<file path="src/rtl/fir_pkg.sv">
// Shared types and defaults for the FIR tap sequencer slice.
package fir_pkg;
   typedef enum logic [1:0] {IDLE, RUN, DONE} state_t;

   // Tap select width; caps a slice at 15 taps.
   localparam int SEL_W            = 4;
   localparam int DEF_DATA_WIDTH   = 15;
   localparam int DEF_COEFF_WIDTH  = 16;
   localparam int DEF_TAPS         = 5;
endpackage

</file>
<file path="src/rtl/fir_coeff_bank.sv">
// Per-slice coefficient register file with host write port and async read.
module fir_coeff_bank
   import fir_pkg::*;
#(
   parameter int COEFF_WIDTH = DEF_COEFF_WIDTH,
   parameter int TAPS        = DEF_TAPS
) (
   input  logic                   clk_i,
   input  logic                   rst_i,
   input  logic                   we_i,     // already gated by the FSM state
   input  logic [SEL_W-1:0]       waddr_i,
   input  logic [COEFF_WIDTH-1:0] wdata_i,
   input  logic [SEL_W-1:0]       raddr_i,
   output logic [COEFF_WIDTH-1:0] rdata_o
);
   localparam logic [SEL_W-1:0] NUM_TAPS = SEL_W'(TAPS);

   logic [TAPS-1:0][COEFF_WIDTH-1:0] mem_q;
   logic                             wr_ok;

   assign wr_ok = we_i && (waddr_i < NUM_TAPS);

   // Register file; out-of-range addresses never match an entry.
   always_ff @(posedge clk_i) begin
      if (rst_i) begin
         mem_q <= '0;
      end else if (wr_ok) begin
         for (int i = 0; i < TAPS; i++) begin
            if (waddr_i == SEL_W'(i)) mem_q[i] <= wdata_i;
         end
      end
   end

   // Asynchronous read mux; unmatched index reads 0.
   always_comb begin
      rdata_o = '0;
      for (int i = 0; i < TAPS; i++) begin
         if (raddr_i == SEL_W'(i)) rdata_o = mem_q[i];
      end
   end
endmodule

</file>
<file path="src/rtl/fir_tap_seq.sv">
// Tap sequencer and sample delay line for one MAC slice of the FIR filter.
module fir_tap_seq
   import fir_pkg::*;
#(
   parameter int DATA_WIDTH  = DEF_DATA_WIDTH,
   parameter int COEFF_WIDTH = DEF_COEFF_WIDTH,
   parameter int TAPS        = DEF_TAPS
) (
   input  logic                          iClk_12M,
   input  logic                          iRst,
   input  logic                          iEnSample,
   input  logic signed [DATA_WIDTH-1:0]  iFirIn,
   input  logic                          iCoeffWe,
   input  logic [SEL_W-1:0]              iCoeffAddr,
   input  logic signed [COEFF_WIDTH-1:0] iCoeffData,
   output logic [TAPS*DATA_WIDTH-1:0]    oDelay,
   output logic signed [COEFF_WIDTH-1:0] oCoeff,
   output logic [SEL_W-1:0]              oEnMul,
   output logic                          oEnAdd,
   output logic                          oEnAcc,
   output logic                          oDone,
   output logic                          oBusy,
   output logic                          oOverrun
);
   localparam logic [SEL_W-1:0] LAST_TAP = SEL_W'(TAPS);

   state_t                          state_q, state_d;
   logic [SEL_W-1:0]                tap_q, tap_d;
   logic [TAPS-1:0][DATA_WIDTH-1:0] delay_q;
   logic                            overrun_q;
   logic                            accept;
   logic                            busy;
   logic [SEL_W-1:0]                rd_idx;
   logic [COEFF_WIDTH-1:0]          coeff_rd;

   // Next-state, tap counter and decoded controls.
   always_comb begin
      state_d = state_q;
      tap_d   = tap_q;
      accept  = 1'b0;
      busy    = (state_q == RUN);
      oEnMul  = '0;
      oEnAdd  = 1'b0;
      oEnAcc  = 1'b0;
      oDone   = 1'b0;
      rd_idx  = '0;
      case (state_q)
         IDLE, DONE: begin
            oDone   = (state_q == DONE);
            state_d = IDLE;
            tap_d   = '0;
            if (iEnSample) begin
               accept  = 1'b1;
               state_d = RUN;
               tap_d   = SEL_W'(1);
            end
         end
         RUN: begin
            oEnMul = tap_q;
            oEnAdd = 1'b1;
            oEnAcc = 1'b1;
            rd_idx = tap_q - 1'b1;
            if (tap_q == LAST_TAP) begin
               state_d = DONE;
               tap_d   = '0;
            end else begin
               tap_d = tap_q + 1'b1;
            end
         end
         default: begin
            state_d = IDLE;
            tap_d   = '0;
         end
      endcase
   end

   // FSM state, tap counter and sticky overrun flag.
   always_ff @(posedge iClk_12M) begin
      if (iRst) begin
         state_q   <= IDLE;
         tap_q     <= '0;
         overrun_q <= 1'b0;
      end else begin
         state_q <= state_d;
         tap_q   <= tap_d;
         if (iEnSample && busy) overrun_q <= 1'b1;
      end
   end

   // Delay line shifts only on an accepted strobe; index 0 is tap 1.
   always_ff @(posedge iClk_12M) begin
      if (iRst) begin
         delay_q <= '0;
      end else if (accept) begin
         delay_q[0] <= iFirIn;
         for (int i = 1; i < TAPS; i++) delay_q[i] <= delay_q[i-1];
      end
   end

   fir_coeff_bank #(
      .COEFF_WIDTH (COEFF_WIDTH),
      .TAPS        (TAPS)
   ) u_bank (
      .clk_i   (iClk_12M),
      .rst_i   (iRst),
      .we_i    (iCoeffWe && !busy),
      .waddr_i (iCoeffAddr),
      .wdata_i (iCoeffData),
      .raddr_i (rd_idx),
      .rdata_o (coeff_rd)
   );

   assign oCoeff   = busy ? coeff_rd : '0;
   assign oDelay   = delay_q;
   assign oBusy    = busy;
   assign oOverrun = overrun_q;
endmodule
</file>
<file path="config.mk">
export PLATFORM = sky130hd
export DESIGN_NAME = fir_tap_seq
export DESIGN_NICKNAME = d
export VERILOG_FILES = /design/src/rtl/fir_pkg.sv /design/src/rtl/fir_coeff_bank.sv /design/src/rtl/fir_tap_seq.sv
export SDC_FILE = /design/constraint.sdc
export NUM_CORES = 1
export LEC_CHECK = 0
export CAP_MARGIN = 20
export CELL_PAD_IN_SITES_DETAIL_PLACEMENT = 1
export CELL_PAD_IN_SITES_GLOBAL_PLACEMENT = 1
export CORE_MARGIN = 3
export CORE_UTILIZATION = 41
export DETAILED_ROUTE_END_ITERATION = 6
export PLACE_DENSITY_LB_ADDON = 0.1
export RECOVER_POWER = 100
export SYNTH_ARGS = -nofsm -noshare
export SYNTH_HDL_FRONTEND = slang
export SYNTH_SLANG_ARGS = --single-unit
</file>
<file path="constraint.sdc">
create_clock -name iClk_12M -period 5.4 [get_ports iClk_12M]
set_clock_uncertainty 0.1 [all_clocks]
set_input_delay 0.81 -clock iClk_12M [delete_from_list [all_inputs] [get_ports iClk_12M]]
set_output_delay 0.81 -clock iClk_12M [all_outputs]
set_load 0.005 [all_outputs]
</file>
== Word level (Yosys, flattened, before mapping) ==
Cells that the tools add are included.

* Register bits after elaboration: 162
* Latch bits: 0
* Memory bits (writable): 0
* Bits in read-only memories: 0
* Bits of input ports: 39
* Output and inout bits: 100
* Logic and storage cells: 59
* Memories: 0

* Add/subtract/negate cells: 2
* Multipliers: 0
* Divide/modulo/power cells: 0
* Magnitude comparators: 1
* Equal/unequal tests: 12
* Shifts and indexed selects: 0
* Mux-type cells: 18
* Bitwise logic cells: 0
* Reduce and logical (&&, ||, !) cells: 13

{| class="wikitable"
|+ Operator list
! cell !! number
|-
| $mux W16 || 6
|-
| $eq A4 B2 Y1 const B || 4
|-
| $eq A4 B3 Y1 const B || 3
|-
| $mux W4 || 3
|-
| $reduce_and A2 Y1 || 5
|-
| $eq A4 B1 Y1 const B || 2
|-
| $logic_not A4 Y1 || 2
|-
| $pmux W4 S2 || 1
|-
| $mux W1 || 6
|-
| $add A4 B1 Y4 const B || 1
|-
| $lt A4 B3 Y1 const B || 1
|-
| $pmux W2 S2 || 1
|-
| $sub A4 B1 Y4 const B || 1
|-
| $logic_and A1 B1 Y1 || 3
|-
| $eq A2 B1 Y1 const B || 1
|-
| $eq A2 B2 Y1 const B || 1
|-
| $logic_not A2 Y1 || 1
|-
| $mux W2 || 1
|-
| $ne A2 B1 Y1 const B || 1
|-
| $reduce_or A2 Y1 || 1
|-
| $logic_not A1 Y1 || 1
|}

== Logic depth before layout (Yosys ltp) ==
Gate-level depths: netlist of the first run.

* Word-level depth: 9
* Gate-level depth with buffers: 9
* Gate-level depth less buffers: 6

== Cells and area by module ==
From an unflattened synthesis of the first run, not the netlist that was laid out.

* Cell total of the unflattened synthesis: 837
* Area total of the unflattened synthesis: 6645.1 µm²

{| class="wikitable"
|+ Modules (own cells, without submodules)
! module !! times used !! cells each !! area an instance (µm²) !! sequential area each (µm²)
|-
| fir_coeff_bank || 1 || 446 || 3553.4 || 1601.5
|-
| fir_tap_seq || 1 || 391 || 3091.7 || 1641.6
|}

== Worst setup path before layout of the first run ==
No wires, ideal clock.

* Path type: register -> output
* Start: reg tap_q[1]
* End: out oCoeff[10]
* Arrival time: 2.208 ns
* Slack: 2.282 ns
* Stages on the path, launching flop included: 10
* Buffers on the path: 3
* Cells stage by stage: dfxtp_1 inv_1 ha_1 inv_1 or4_1 buf_2 or2_1 buf_6 buf_6 o221a_1

* Longest elaborated chain between the ends: 9
* Elaborated cells between the ends (all ways): 13
* Those cells by class: add/sub (1); eq/ne (4); mux (7); reduce/logical (1)

{| class="wikitable"
|+ RTL lines
! element !! RTL line !! text
|-
| start, declared || fir_tap_seq.sv:28 || <nowiki>logic [SEL_W-1:0] tap_q, tap_d;</nowiki>
|-
| start signal, assigned || fir_tap_seq.sv:85 || <nowiki>tap_q <= tap_d;</nowiki>
|-
| $sub A4 B1 Y4 (*) || fir_tap_seq.sv:62 || <nowiki>rd_idx = tap_q - 1'b1;</nowiki>
|-
| $mux W4 (*) || fir_tap_seq.sv:47 || <nowiki>case (state_q)</nowiki>
|-
| $logic_not A4 Y1 || fir_coeff_bank.sv:38 || <nowiki>if (raddr_i == SEL_W'(i)) rdata_o = mem_q[i];</nowiki>
|-
| $mux W16 (4 in series) || fir_coeff_bank.sv:38 ||
|-
| $mux W16 (*) || fir_coeff_bank.sv:38 ||
|-
| $mux W16 (*) || fir_tap_seq.sv:113 || <nowiki>assign oCoeff = busy ? coeff_rd : '0;</nowiki>
|-
| end, declared || fir_tap_seq.sv:17 || <nowiki>output logic signed [COEFF_WIDTH-1:0] oCoeff,</nowiki>
|}

Mark *: on every way between the ends. The rest lies on a longest branch, timed or not.

== Final worst setup path of the first run ==
* Start: reg state_q[1]
* End: out oCoeff[12]

* Longest elaborated chain between the ends: 9
* Elaborated cells between the ends (all ways): 13
* Those cells by class: eq/ne (5); mux (7); reduce/logical (1)

{| class="wikitable"
|+ RTL lines
! element !! RTL line !! text
|-
| start, declared || fir_tap_seq.sv:27 || <nowiki>state_t state_q, state_d;</nowiki>
|-
| start signal, assigned || fir_tap_seq.sv:84 || <nowiki>state_q <= state_d;</nowiki>
|-
| $eq A2 B1 Y1 (*) || fir_tap_seq.sv:41, fir_tap_seq.sv:47 ||
|-
| $mux W4 || fir_tap_seq.sv:47 ||
|-
| $logic_not A4 Y1 || fir_coeff_bank.sv:38 ||
|-
| $mux W16 (5 in series) || fir_coeff_bank.sv:38 ||
|-
| $mux W16 (*) || fir_tap_seq.sv:113 ||
|}

Marks and branches as above.

==> impl_metrics.env, run 1 <==
export IMPL_status="complete, but fails checks"
export IMPL_violations="max-capacitance violations, max-slew violations"
export IMPL_ant_nets=0
export IMPL_floorplan_initialDensity_pct=42.2
export IMPL_pwr_density_cell_mw_per_mm2=317
export IMPL_portBuffers=138
export IMPL_clock_root_buffer="clkbuf_16"
export IMPL_grt_ovfl_total=0
export IMPL_synth_area_per_cell_um2=8.36
export IMPL_busiest_layer="met2"
export IMPL_fillerInstances=1917
export IMPL_worstPathBufferInverterCount=4
export IMPL_min_period_over_period_pct=82.6
export IMPL_cp_max_fo=23
export IMPL_die_h_um=134
export IMPL_grt_pass1_vias=6600
export IMPL_syn_nets=850
export IMPL_synthCells=808
export IMPL_slew_viol_final=91
export IMPL_period_needed_ns=4.46
export IMPL_syn_area_mm2=0.00675
export IMPL_ir_drop_mv=0.228
export IMPL_wl_mm=21.7
export IMPL_hold_class="flop to flop"
export IMPL_yosys_warnings=0
export IMPL_cts_clk_slew_worst_paths_ns=0.07
export IMPL_synthArstFlopShare_pct=0
export IMPL_wl_per_cell_um=19.0
export IMPL_drive_above_1_share_pct=5.39
export IMPL_critical_path_slowest_cell="nand2b_1"
export IMPL_synth_edff_count=0
export IMPL_core_mm2=0.0160
export IMPL_finish_utilization_pct=55.5
export IMPL_ys_ff_latch=162
export IMPL_drt_pass1_iterations=4
export IMPL_synth_top_cell_by_area="dfxtp_1"
export IMPL_die_area_mm2=0.0180
export IMPL_row_count=46
export IMPL_synth_commonest_cells="nand2_1, dfxtp_1, a21oi_1"
export IMPL_die_x_um=134
export IMPL_use_met1_pct=27.3
export IMPL_drc=0
export IMPL_cts_tree="yes"
export IMPL_h_tree_depth=4
export IMPL_antenna_found_initial=1
export IMPL_synth_most_common_cell="nand2_1"
export IMPL_cpPeakStageDelay_ns=0.65
export IMPL_area_growth_pct=31.5
export IMPL_worstSkewPairLatency_ns=0.42
export IMPL_grt_use_met3_pct=7.95
export IMPL_r2r_cells=4
export IMPL_rsz0062_at_grt="false"
export IMPL_gr_usage_met2_pct=42.7
export IMPL_total_leakage_power_nw=3.92
export IMPL_fin_tns_setup_ns=0
export IMPL_cap_violations=3
export IMPL_cts_sinks=162
export IMPL_grt_max_degree=117
export IMPL_tightest_slew_ns=2.66
export IMPL_hold_violations=0
export IMPL_synthTopCellsByArea="dfxtp_1, nand2_1, mux2i_1, a21oi_1, and3b_1"
export IMPL_synth_top_area_share_pct=48.0
export IMPL_cts_path_max_buffers=2
export IMPL_clock_fmax_mhz=224
export IMPL_setup_viol=0
export IMPL_dp_hpwl_mm=13.9
export IMPL_track_usage_pct=24.1
export IMPL_initialDrtViolationCount=270
export IMPL_crit_family="buffers and inverters"
export IMPL_crit_chain="nand2b_1 > clkbuf_1 > inv_1 > buf_4 > o21ai_0 > a21oi_1 > o221a_1 > dlygate4sd3_1"
export IMPL_ys_types=35
export IMPL_avgViaCountPerCell=5.36
export IMPL_synth_seq_area_share_pct=48.0
export IMPL_hold_path_depth=2
export IMPL_num_vias=6138
export IMPL_ios=139
export IMPL_nNetsFinal=957
export IMPL_path_class="flop to primary output"
export IMPL_maxSlewHeadroom_pct=-77.4
export IMPL_cts_resized_gates=0
export IMPL_critPathCaptureType="primary output"
export IMPL_cts_hold_buf=0
export IMPL_synth_ff_type="dfxtp_1"
export IMPL_critPathLaunchType="flop"
export IMPL_arrival_ns=3.55
export IMPL_cts_buffers=17
export IMPL_place_congestion=0.763
export IMPL_grt_pass1_wl_mm=34.7
export IMPL_required_ns=4.49
export IMPL_path_depth=8
export IMPL_cts_setup_buffers=0
## worst paths after layout
path	startpoint	end	slack, ns
setup / recovery	state_q[1]	oCoeff[12]	0.94
hold / removal	oDelay[66]	oDelay[66]	0.35
setup reg to reg	state_q[0]	oDelay[42]	1.70
hold reg to reg	oDelay[66]	oDelay[66]	0.35
## power by group
| group | switching [mW] | internal [mW] |
|---|---|---|
| clock network | 0.525 | 0.794 |
| logic | 0.168 | 0.0930 |
| registers | 0.0155 | 1.22 |
## logic make-up after synthesis
group | count (synthesis) | share of synthesized area, %
AOI/OAI and AO/OA | 177 | 14.8
xor gates and xnor gates | 3 | 0.667
adders and majority gates | 3 | 0.556
buffers and inverters | 73 | 4.61
DFF | 162 | 48.0
muxes | 64 | 9.49
and+or+nand+nor | 326 | 21.8
## tightest hold or removal path: cells and delay by family, from the launching register on
kind / cells / cell delay (ns)
AND/OR/NAND/NOR: 1 / 0.05
AO/OA/AOI/OAI: 1 / 0.05
flip-flops: 1 / 0.31
## placed cells by master, fill, tap and decap left out, types with 3 or more instances in the layout
cell / synthesis / final
nor2b_1: 3 / 3
clkbuf_16: 0 / 17
ha_1: 3 / 3
dlygate4sd3_1: 0 / 100
bufinv_16: 0 / 4
clkbuf_1: 53 / 6
clkdlybuf4s50_1: 0 / 37
buf_4: 2 / 12
a21oi_1: 125 / 125
nor2_1: 72 / 72
o221a_1: 16 / 16
inv_6: 0 / 4
mux2i_1: 64 / 64
inv_1: 4 / 4
clkinv_4: 0 / 3
o21ai_0: 33 / 33
nand3_1: 19 / 19
and3b_1: 32 / 32
nand2_1: 183 / 183
dfxtp_1: 162 / 162
## flip-flops by register name, summed over array words and instances, names as in the netlist
register,flops
u_bank.mem_q,80
oDelay,75
tap_q,4
state_q,2
oOverrun,1
## layout make-up
cell class | instances | area (um^2) | area share [%]
diodes | 1 | 2.50 | 0.0282
clock buffers | 18 | 439 | 4.95
clock inverters | 14 | 201 | 2.27
inverters | 4 | 15.0 | 0.169
multi-input cells | 573 | 3200 | 36.0
flip-flops and latches | 162 | 3240 | 36.5
well taps | 216 | 270 | 3.04
repair buffers | 157 | 1510 | 17.0
## through the flow
step | cells | setup WS, ns | area [um^2] | total power, mW | hold slack [ns]
after floorplan | 808 | 2.28 | 6750 | 1.40 | 0.333
final | 1145 | 0.938 | 8880 | 2.81 | 0.352
after CTS | 1143 | 1.19 | 8890 | 2.84 | 0.356
after global routing | 1144 | 0.705 | 8880 | 2.91 | 0.375
after detailed placement | 1111 | 1.64 | 8250 | 1.53 | 0.346
after global placement | 1111 | 1.75 | 8250 | 1.52 | 0.338
## metal layers
layer,routed length (um),up-vias
li1,-,2948
met1,8820,3000
met2,11000,147
met3,1380,43
met4,531,0
met5,0,-
Note: power is estimated with default switching activity, not from simulation.
==> run 2, diff against run 1 <==
--- a/config.mk
+++ b/config.mk
@@ -9,7 +9,7 @@
 export CELL_PAD_IN_SITES_DETAIL_PLACEMENT = 1
 export CELL_PAD_IN_SITES_GLOBAL_PLACEMENT = 1
 export CORE_MARGIN = 3
-export CORE_UTILIZATION = 41
+export CORE_UTILIZATION = 34
 export DETAILED_ROUTE_END_ITERATION = 6
 export PLACE_DENSITY_LB_ADDON = 0.1
 export RECOVER_POWER = 100
==> constraint.sdc (replaced) <==
create_clock -name iClk_12M -period 3.75 [get_ports iClk_12M]
set_clock_uncertainty 0.1 [all_clocks]
set_input_delay 0.5625 -clock iClk_12M [delete_from_list [all_inputs] [get_ports iClk_12M]]
set_output_delay 0.5625 -clock iClk_12M [all_outputs]
set_load 0.005 [all_outputs]
==> run 2 against run 1 <==
Net effect: the flow still finishes with violations (max-capacitance violations, max-slew violations); register-to-register slack improved by 0.06 ns; non-clock buffer count rose by 3; clock power is 39% higher; clock-buffer cell count fell by 1; worst hold slack improved by 0.0030 ns; critical path depth stayed put; power increased by 43%; sequential cell count unchanged; cell count grew 3.9%; die area rose by 20%; largest power group unchanged; highest routed layer is now met5.
==> impl_metrics.env, run 2 (same netlist as run 1, synthesis figures left out) <==
export IMPL_setup_viol=0
export IMPL_critPathCaptureType="primary output"
export IMPL_h_tree_depth=4
export IMPL_cts_buffers=17
export IMPL_holdWs_ns=0.355
export IMPL_grt_pass1_vias=6675
export IMPL_drive_above_1_share_pct=7.31
export IMPL_row_count=50
export IMPL_cp_max_fo=16
export IMPL_largest_reg_flops=80
export IMPL_floorplan_initialDensity_pct=35.4
export IMPL_hold_class="flop to flop"
export IMPL_dp_cells=1158
export IMPL_hold_violations=0
export IMPL_cpPeakStageDelay_ns=0.55
export IMPL_cts_clk_slew_worst_paths_ns=0.07
export IMPL_die_area_mm2=0.0216
export IMPL_rsz0062_at_grt="false"
export IMPL_stdcell_area_mm2=0.00901
export IMPL_period_needed_ns=3.64
export IMPL_path_class="flop to primary output"
export IMPL_place_congestion=0.758
export IMPL_critPathLaunchType="flop"
export IMPL_cts_sinks=162
export IMPL_pwr_density_cell_mw_per_mm2=446
export IMPL_worstSkewPairLatency_ns=0.43
export IMPL_placed_cell_area_mm2=0.00833
export IMPL_wl_mm=22.0
export IMPL_worst_slack_ns=0.110
export IMPL_wl_per_cell_um=18.5
export IMPL_crit_chain="inv_1 > ha_4 > inv_1 > or4_1 > buf_4 > a21oi_1 > o221a_1 > clkdlybuf4s50_1"
export IMPL_tightest_slew_ns=3.00
export IMPL_status="complete, but fails checks"
export IMPL_ir_drop_mv=0.281
export IMPL_dp_hpwl_mm=14.5
export IMPL_grt_max_degree=76
export IMPL_arrival_ns=2.98
export IMPL_dp_slack_ns=0.298
export IMPL_num_antenna_cells=0
export IMPL_area_growth_pct=33.5
export IMPL_ant_nets=0
export IMPL_cts_path_max_buffers=2
export IMPL_maxSlewHeadroom_pct=-99.8
export IMPL_cts_setup_buffers=0
export IMPL_antenna_found_initial=1
export IMPL_cap_violations=1
export IMPL_final_cells=1190
export IMPL_num_vias=6154
export IMPL_crit_path_frequent_cell="inv_1"
export IMPL_crit_family="buffers and inverters"
export IMPL_total_power_mw=4.02
export IMPL_core_mm2=0.0191
export IMPL_total_leakage_power_nw=3.89
export IMPL_die_x_um=147
export IMPL_cts_hold_buf=0
export IMPL_portBuffers=138
export IMPL_layout_commonest_cell="nand2_1"
export IMPL_avgViaCountPerCell=5.17
export IMPL_largest_register="u_bank.mem_q"
export IMPL_fillerInstances=2236
export IMPL_clock_fmax_mhz=275
export IMPL_finish_utilization_pct=47.2
export IMPL_clock_root_buffer="clkbuf_16"
export IMPL_nNetsFinal=960
export IMPL_critical_path_slowest_cell="or4_1"
export IMPL_fin_tns_setup_ns=0
export IMPL_grt_ovfl_total=0
export IMPL_worstPathBufferInverterCount=4
export IMPL_initialDrtViolationCount=254
export IMPL_drt_pass1_iterations=4
export IMPL_track_usage_pct=20.6
export IMPL_ios=139
export IMPL_min_period_over_period_pct=97.1
export IMPL_grt_pass1_wl_mm=35.8
export IMPL_cts_tree="yes"
export IMPL_drc=0
export IMPL_required_ns=3.09
export IMPL_die_h_um=147
export IMPL_slew_viol_final=61
export IMPL_violations="max-capacitance violations, max-slew violations"
export IMPL_mostFrequentLayoutCells="nand2_1, dfxtp_1, a21oi_1, dlygate4sd3_1, nor2_1"
## run 2: cell count changes in the layout (fill, tap and decap cells not counted), moves of 3 or more
cell             delta
clkdlybuf4s50_1    +20
clkbuf_1            -5
inv_6               +4
dlygate4sd3_1      -20
clkinv_4            -3
buf_4               +3
a21oi_1             -4
a21oi_2             +4
## run 2: routing by layer
metal  share of wire (%)  vias to the layer above  global-route usage [%]
met2                  51                      124                    36.8
met1                  41                     3047                    23.1
li1                    -                     2960                       -
met3                 6.1                       21                    7.28
met4                 1.3                        2                    5.87
met5               0.059                        -                       0
## run 2: worst paths after layout
path / from / end / slack (ns) / cells after the start
setup reg to reg: state_q[0] / oDelay[26] / 1.76 / 4
setup / recovery: tap_q[1] / oCoeff[6] / 0.11 / 8
hold reg to reg: oDelay[73] / oDelay[73] / 0.36 / 2
hold / removal: oDelay[73] / oDelay[73] / 0.36 / 2
## run 2: cell type report
cell class	count	area (um^2)	area share [%]
Sequential cell	162	3250	36.0
Multi-Input combinational cell	573	3260	36.2
Clock inverter	14	190	2.11
Inverter	4	15.0	0.167
Clock buffer	17	425	4.72
Tap cell	260	325	3.61
Timing Repair Buffer	160	1550	17.2
## run 2: worst reg2reg max path: stages, from the launching register on
cell and delay, ns:
dfxtp_1 0.46, nand2b_2 0.70, buf_4 0.35, nand2_1 0.10
a21oi_1 0.20
## run 2: power by group
| part | leakage, nW | internal [mW] | switching, mW | total [mW] |
|---|---|---|---|---|
| clock network | 0.300 | 1.07 | 0.768 | 1.84 |
| registers | 1.31 | 1.75 | 0.0243 | 1.78 |
| logic | 2.28 | 0.152 | 0.255 | 0.407 |
| total | 3.89 | 2.97 | 1.05 | 4.02 |
## run 2: repair_timing
action,CTS,global route
endpoints found under the setup margin,16,16
resized for setup,7,11
pin swaps,0,1
gates cloned,1,0
